`src/rtl/cva6_lsu_fifo.sv`:
```
// Circular FIFO with per-slot valid bits; the entry array is exported so a
// neighbour can search every outstanding entry, not just the head.
module cva6_lsu_fifo #(
  parameter int unsigned WIDTH = 32,
  parameter int unsigned DEPTH = 2
) (
  input  logic                             clk,
  input  logic                             rst_n,
  input  logic                             push,
  input  logic [WIDTH-1:0]                 din,
  input  logic                             pop,
  output logic [WIDTH-1:0]                 dout,
  output logic [$clog2(DEPTH+1)-1:0]       cnt,
  output logic                             full,
  output logic                             empty,
  output logic [DEPTH-1:0][WIDTH-1:0]      entries,
  output logic [DEPTH-1:0]                 vld
);
  localparam int unsigned CNT_W = $clog2(DEPTH+1);
  localparam int unsigned PTR_W = (DEPTH > 1) ? $clog2(DEPTH) : 1;

  logic [DEPTH-1:0][WIDTH-1:0] mem;
  logic [PTR_W-1:0]            wr_ptr, rd_ptr;
  logic                        do_push, do_pop;

  function automatic logic [PTR_W-1:0] nxt(input logic [PTR_W-1:0] p);
    return (p == PTR_W'(DEPTH-1)) ? '0 : p + 1'b1;
  endfunction

  assign full    = (cnt == CNT_W'(DEPTH));
  assign empty   = (cnt == '0);
  assign do_pop  = pop && !empty;
  assign do_push = push && (!full || do_pop);
  assign dout    = empty ? '0 : mem[rd_ptr];
  assign entries = mem;

  always_ff @(posedge clk) begin
    if (!rst_n) begin
      wr_ptr <= '0;
      rd_ptr <= '0;
      cnt    <= '0;
      vld    <= '0;
    end else begin
      // pop clears before push sets, so a push into the slot just freed wins
      if (do_pop) begin
        vld[rd_ptr] <= 1'b0;
        rd_ptr      <= nxt(rd_ptr);
      end
      if (do_push) begin
        vld[wr_ptr] <= 1'b1;
        wr_ptr      <= nxt(wr_ptr);
      end
      case ({do_push, do_pop})
        2'b10:   cnt <= cnt + 1'b1;
        2'b01:   cnt <= cnt - 1'b1;
        default: cnt <= cnt;
      endcase
    end
  end

  always_ff @(posedge clk) begin
    if (do_push) mem[wr_ptr] <= din;
  end
endmodule

```
`config.mk`:
```
export PLATFORM = sky130hd
export DESIGN_NAME = cva6_lsu_fifo
export DESIGN_NICKNAME = d
export VERILOG_FILES = /design/src/rtl/cva6_lsu_fifo.sv
export SDC_FILE = /design/constraint.sdc
export NUM_CORES = 1
export LEC_CHECK = 0
export CELL_PAD_IN_SITES_DETAIL_PLACEMENT = 2
export CELL_PAD_IN_SITES_GLOBAL_PLACEMENT = 2
export CORE_UTILIZATION = 27
export DETAILED_ROUTE_END_ITERATION = 6
export PLACE_DENSITY_LB_ADDON = 0.05
export SETUP_SLACK_MARGIN = 0.02
export SLEW_MARGIN = 10
export SYNTH_ARGS = -nofsm -noshare
export SYNTH_HDL_FRONTEND = slang
export SYNTH_SLANG_ARGS = --single-unit
```
`constraint.sdc`:
```
create_clock -name clk -period 9 [get_ports clk]
set_input_delay 2.7 -clock clk [delete_from_list [all_inputs] [get_ports clk]]
set_output_delay 2.7 -clock clk [all_outputs]
set_load 0.005 [all_outputs]
```
==> key figures, run 1 <==
Run status
  • Outcome: finished clean

Timing
  • Worst rel slew slack: 0.321
  • Final max-slew violation count: 0
  • Worst slew pin tran: approximately 1.0 ns
  • Setup TNS: 0 ns
  • Setup-failing EPs final: 0
  • RSZ-0062 raised after global routing: no
  • Period utilisation layout: 0.542
  • Hold Fails Final Rpt: 0
  • Maximum clock frequency: 205 MHz
  • Skew final: 0.0124 ns
  • Minimum clock period: 4.88 ns

Clocking
  • Clock-pin transition on the worst setup and hold timing paths: about 0.07 ns
  • Root buffer cell: clkbuf_8
  • CTS tree: built
  • Post-cts hold buffer count: 0
  • CTS buffer count: 9
  • Clk_lat worst skew: 0.35 ns
  • Post_cts resized: 0
  • # H-tree levels: 3
  • Post-CTS setup buffers: 0
  • Clock buffer depth: 2
  • Clk sink count: 70

Power and ir drop
  • Part of the power in registers: 0.381
  • Total power: roughly 1.1 mW
  • Pint: 0.798 mW
  • Maximum VDD drop: 0.0934 mV
  • Switching Share: 0.291
  • Leakage power: 1.50 nW
  • PD cells: approximately 250 mW/mm2
  • Clock Power Share: 0.241
  • Combinational share of power: 0.377
  • Sw Pwr: 0.328 mW

Place
  • Port bufs: around 140
  • Placer's final routability congestion estimate: 0.663
  • Dpl hpwl: 5.32 mm
  • Post-DP Area: 0.00421 mm2

Worst setup path
  • Startpoint Class: flip-flop
  • Crit-path cells: buf_4 -> mux2i_1 -> nor2_1 -> clkdlybuf4s50_1
  • Worst Setup End Kind: output pin
  • Slowest CP cell: clkdlybuf4s50_1
  • Crit-path max FO: 26
  • Crit path largest cell delay: 0.53 ns
  • WP data arrival: 2.18 ns
  • Critical path required time: 6.30 ns
  • Crit Path Class: reg2out

Cells and area
  • ANT cells: 0
  • Share of post-route cells with drive strength above 1: 0.0635
  • # nets final: approximately 350
  • Register area: 0.00204 mm2
  • Multi-input gate area in the final layout: 607 um2
  • Number of fill cells: 922
  • Area growth syn-to-layout: 64.8%
  • Non-Filler Cell Area, Final: 0.00442 mm2

Global routing
  • Largest net degree at the start of global routing: 33
  • First-pass GRT wire length: 11.9 mm
  • Grt ovf: 0
  • Initial antenna violation count: 0
  • Total GRT Usage: 0.161
  • Vias in the first global route: 2158

Drt
  • Vias per std cell: 4.36
  • First-pass DRT Iterations: 4
  • Routed Antenna Nets: 0
  • Final wirelength: roughly 7.7 mm
  • DR iter-0 viols: 46
  • DR vias: 1936
  • Wire per inst: 17.3 um
  • Drt drc: 0

Synth
  • Netlist Area Pre-Place: 0.00268 mm2
  • Synth warnings: 0
  • Number of synthesized register bits: 70
  • Sequential area share after synthesis: 0.762
  • Syn Area/Cell: 16.0 um2
  • Synth cell types: 22
  • Synth Instances: 167
  • Synthesized net count: 204

Job
  • Max Cap Violations: 0

Hold path
  • Worst min path class: reg2reg

Die
  • Initial Util: 0.285
  • Core Region: 0.00942 mm2
  • Die width: roughly 100 um
  • Die area: 0.0103 mm2
  • Die span in y: between 100 and 150 um
  • # IOs: 138
  • Row count: 35
synth_stat cells:
master,instances,share of area
or3b_1,1,0.0033
nand4b_1,1,0.0033
edfxtp_1,64,0.72
buf_2,4,0.0075
and3_1,1,0.0023
o21ai_0,2,0.0037
xnor2_1,3,0.0098
dfxtp_1,6,0.045
nor2_1,34,0.048
a21o_1,1,0.0028
nor2b_1,1,0.0023
buf_4,1,0.0028
clkbuf_1,2,0.0028
inv_1,2,0.0028
o211ai_1,2,0.0056
or3_1,1,0.0023
mux2i_1,32,0.12
o21ai_1,1,0.0019
and2_1,2,0.0047
a21boi_1,1,0.0028
nand2_1,4,0.0056
ha_1,1,0.0047
cells by family (layout without fill, tap and decap cells):
family	Yosys count	count (layout)	share of synthesized area
AO/OA/AOI/OAI	7	7	0.0168
multiplexers	32	32	0.120
adder cells (fa/ha/maj)	1	1	0.00467
buffers and inverters	9	157	0.0159
flip-flops	70	70	0.762
XOR/XNOR	3	3	0.00981
AND/OR/NAND/NOR	45	45	0.0714
registers in the layout (all words and copies together), names as in the netlist:
signal / flops
cnt: 2
entries: 64
rd_ptr: 1
vld: 2
wr_ptr: 1
stage by stage:
step           utilization  hold WS (ns)  setup slack (ns)  std cells
6_report             0.469         0.483              4.12        444
5_1_grt              0.469         0.521              3.94        444
4_1_cts              0.469         0.492              4.06        444
3_5_place_dp         0.447         0.480              4.28        428
3_3_place_gp         0.447         0.461              4.27        428
2_1_floorplan            -         0.466              4.30        167
worst max-delay path: cells and delay by family, from the launching register on:
family / cells / cell delay [ns]
flops: 1 / 0.51
simple gates: 1 / 0.12
buf+inv: 2 / 1.01
mux: 1 / 0.15
cell usage in the layout, fill, tap and decap left out:
master | Yosys | layout
mux2i_1 | 32 | 32
bufinv_16 | 0 | 2
dfxtp_1 | 6 | 5
inv_1 | 2 | 2
clkinv_1 | 0 | 2
a21o_1 | 1 | 1
nor2b_1 | 1 | 1
xnor2_1 | 3 | 3
o21ai_1 | 1 | 1
o211ai_1 | 2 | 2
ha_1 | 1 | 1
nand4b_1 | 1 | 1
and2_1 | 2 | 2
nor2_4 | 0 | 1
clkinv_2 | 0 | 1
clkinv_4 | 0 | 1
or3b_1 | 1 | 1
nor2_1 | 34 | 32
nor2_2 | 0 | 1
or3_1 | 1 | 1
nand2_1 | 4 | 4
and3_2 | 0 | 1
clkinvlp_4 | 0 | 1
buf_4 | 1 | 2
clkbuf_8 | 0 | 9
dfxtp_2 | 0 | 1
edfxtp_1 | 64 | 64
clkdlybuf4s50_1 | 0 | 137
a21boi_1 | 1 | 1
o21ai_0 | 2 | 2
power groups by stage:
stage / logic [mW] / clock network, mW / registers, mW
4_1_cts: 0.438 / 0.283 / 0.430
2_1_floorplan: 0.174 / 0 / 0.428
6_report: 0.425 / 0.272 / 0.429
3_3_place_gp: 0.434 / 0 / 0.435
5_1_grt: 0.462 / 0.296 / 0.436
3_5_place_dp: 0.434 / 0 / 0.437
path summary, 6_finish.rpt:
kind,to,cells after the start,slack (ns),startpoint
worst min-delay path,vld[0],2,0.48,vld[0]
worst max register to register,entries[24],3,6.97,cnt[0]
worst min register to register,vld[0],2,0.48,vld[0]
worst max-delay path,dout[30],4,4.12,rd_ptr
cell type report:
class	instances	area share
clock buffer	9	0.0280
clock inverter	7	0.0201
inverter	2	0.00170
multi-input combinational	88	0.137
sequential	70	0.462
tap	129	0.0365
timing repair buffer	139	0.314
per-layer routing:
layer | share of wire | global-route usage | vias to the layer above
met5 | 0 | 0 | -
met4 | 0.0099 | 0.0535 | 0
met2 | 0.52 | 0.284 | 78
met1 | 0.39 | 0.170 | 955
met3 | 0.078 | 0.0704 | 7
li1 | - | - | 896
Note: power is estimated with default switching activity, not from simulation.
==> inputs of run 2 (changes only) <==
--- a/config.mk
+++ b/config.mk
@@ -7,7 +7,7 @@
 export LEC_CHECK = 0
 export CELL_PAD_IN_SITES_DETAIL_PLACEMENT = 2
 export CELL_PAD_IN_SITES_GLOBAL_PLACEMENT = 2
-export CORE_UTILIZATION = 27
+export CORE_UTILIZATION = 25
 export DETAILED_ROUTE_END_ITERATION = 6
 export PLACE_DENSITY_LB_ADDON = 0.05
 export SETUP_SLACK_MARGIN = 0.02
==> constraint.sdc (replaced) <==
create_clock -name clk -period 4.71 [get_ports clk]
set_input_delay 1.413 -clock clk [delete_from_list [all_inputs] [get_ports clk]]
set_output_delay 1.413 -clock clk [all_outputs]
set_load 0.005 [all_outputs]
==> run 2 against run 1 <==
  * Power is 93% higher
  * Clock power up 93%
  * Final area up 0.57%
  * Largest cell class unchanged
  * Largest power group unchanged
  * Highest routed layer unchanged
==> key figures, run 2 (synthesized netlist as in run 1, its figures left out) <==
Timing
  • Maximum clock frequency: 279 MHz
  • Minimum clock period: approximately 3.6 ns
  • Final max-slew violation count: 0
  • RSZ-0062 raised after global routing: no
  • Setup TNS: 0 ns
  • Period utilisation layout: 0.760
  • Worst slew pin tran: 0.864 ns
  • Setup-failing EPs final: 0
  • Worst rel slew slack: 0.424
  • Skew final: 0.0102 ns
  • Hold Fails Final Rpt: 0
  • WHS: a little under 0.5 ns

Drt
  • Vias per std cell: approximately 4.3
  • Final wirelength: ~8.0 mm
  • Routed Antenna Nets: 0
  • Wire per inst: 17.6 um
  • First-pass DRT Iterations: 3
  • DR iter-0 viols: 62
  • Drt drc: 0
  • DR vias: 1931

Die
  • Initial Util: 0.258
  • Die area: approximately 0.011 mm2
  • Die width: 106 um
  • Core Region: 0.0104 mm2
  • Row count: 37
  • Die span in y: ~110 um
  • # IOs: 138

Hold path
  • HP Start: vld[0]
  • Hold path cells: 2
  • Hold Path Sink: vld[0]
  • Worst min path class: reg2reg

Clocking
  • Clock buffer depth: 2
  • Root buffer cell: clkbuf_8
  • CTS tree: built
  • Post-CTS setup buffers: 0
  • Post_cts resized: 0
  • Post-cts hold buffer count: 0
  • # H-tree levels: 3
  • Clk_lat worst skew: ~0.33 ns
  • Clock-pin transition on the worst setup and hold timing paths: 0.08 ns
  • CTS buffer count: 9
  • Clk sink count: 70

Cells and area
  • Number of fill cells: between 1k and 1.5k
  • Share of post-route cells with drive strength above 1: 0.0726
  • Area growth syn-to-layout: 65.8%
  • ANT cells: 0
  • Utilization after layout: 0.428
  • Final non-filler cell total: 453
  • Commonest cells after routing, fill and taps aside: clkdlybuf4s50_1 (137), edfxtp_1 (64), mux2i_1 (32), nor2_1 (32), clkbuf_8 (9)
  • Commonest non-fill, non-tap cell in the layout: clkdlybuf4s50_1
  • # nets final: 349
  • Max reg flops: 64

Worst setup path
  • Worst Setup End Kind: output pin
  • R2R Path Start: cnt[0]
  • Critical path required time: 3.30 ns
  • R2R setup slack: 2.75 ns
  • RR Endpoint: entries[19]
  • WP data arrival: 2.17 ns
  • Crit Path Class: reg2out
  • Crit-path max FO: 20
  • Startpoint Class: flip-flop
  • Worst setup startpoint: rd_ptr
  • R2r worst-path depth: 4

Place
  • Dpl hpwl: 5.65 mm
  • Placer's final routability congestion estimate: around 0.69
  • Port bufs: 137
  • Inst Count DP: 437

Global routing
  • Initial antenna violation count: 0
  • Largest net degree at the start of global routing: 33
  • Grt ovf: 0
  • Vias in the first global route: between 2k and 2.5k
  • Total GRT Usage: 0.146
  • First-pass GRT wire length: 12.2 mm

Power and ir drop
  • PD cells: 488 mW/mm2
  • Maximum VDD drop: 0.201 mV
  • Leakage power: between 1.5 and 2 nW

Run status
  • Outcome: finished clean

Job
  • Max Cap Violations: 0
[run 2: critical path: stages, from the launching register on]
cell and delay, ns:
dfxtp_2 0.74, buf_4 0.33, mux2i_1 0.25, nor2_1 0.06, clkdlybuf4s50_1 0.47
[run 2: how the worst max path moves through the flow]
stage	endpoint	slack, ns	depth (start not counted)
2_1_floorplan	entries[0]	1.30	3
3_3_place_gp	entries[15]	1.39	5
3_5_place_dp	entries[30]	1.34	5
4_1_cts	dout[29]	1.05	4
5_1_grt	dout[29]	0.97	4
6_report	dout[29]	1.13	4
[run 2: layout make-up]
| cell class | instances | area (um2) | area share |
|---|---|---|---|
| well taps | 136 | 170 | 0.0383 |
| inverters | 2 | 7.51 | 0.00169 |
| flip-flops and latches | 70 | 2040 | 0.460 |
| clock buffers | 10 | 128 | 0.0287 |
| clock inverters | 6 | 86.3 | 0.0194 |
| multi-input cells | 88 | 607 | 0.137 |
| repair buffers | 141 | 1400 | 0.315 |
[run 2: where the power goes]
group / switching, mW / internal [mW] / total, mW
combinational: 0.331 / 0.474 / 0.805
clock: 0.226 / 0.298 / 0.524
sequential: 0.0778 / 0.761 / 0.839
[run 2: metal layers]
| layer | GRT usage | routed length, um |
|---|---|---|
| met1 | 0.170 | 3330 |
| met2 | 0.255 | 4040 |
| met3 | 0.0489 | 543 |
| met4 | 0.0417 | 49 |
| met5 | 0 | 0 |
[run 2: through the flow]
| step | area [um2] | total power, mW | worst slack, ns |
|---|---|---|---|
| after detailed placement | 4230 | 1.68 | 1.34 |
| after CTS | 4440 | 2.22 | 1.05 |
| after global routing | 4440 | 2.30 | 0.970 |
| after global placement | 4230 | 1.67 | 1.39 |
| final | 4440 | 2.17 | 1.13 |
| after floorplan | 2680 | 1.15 | 1.30 |
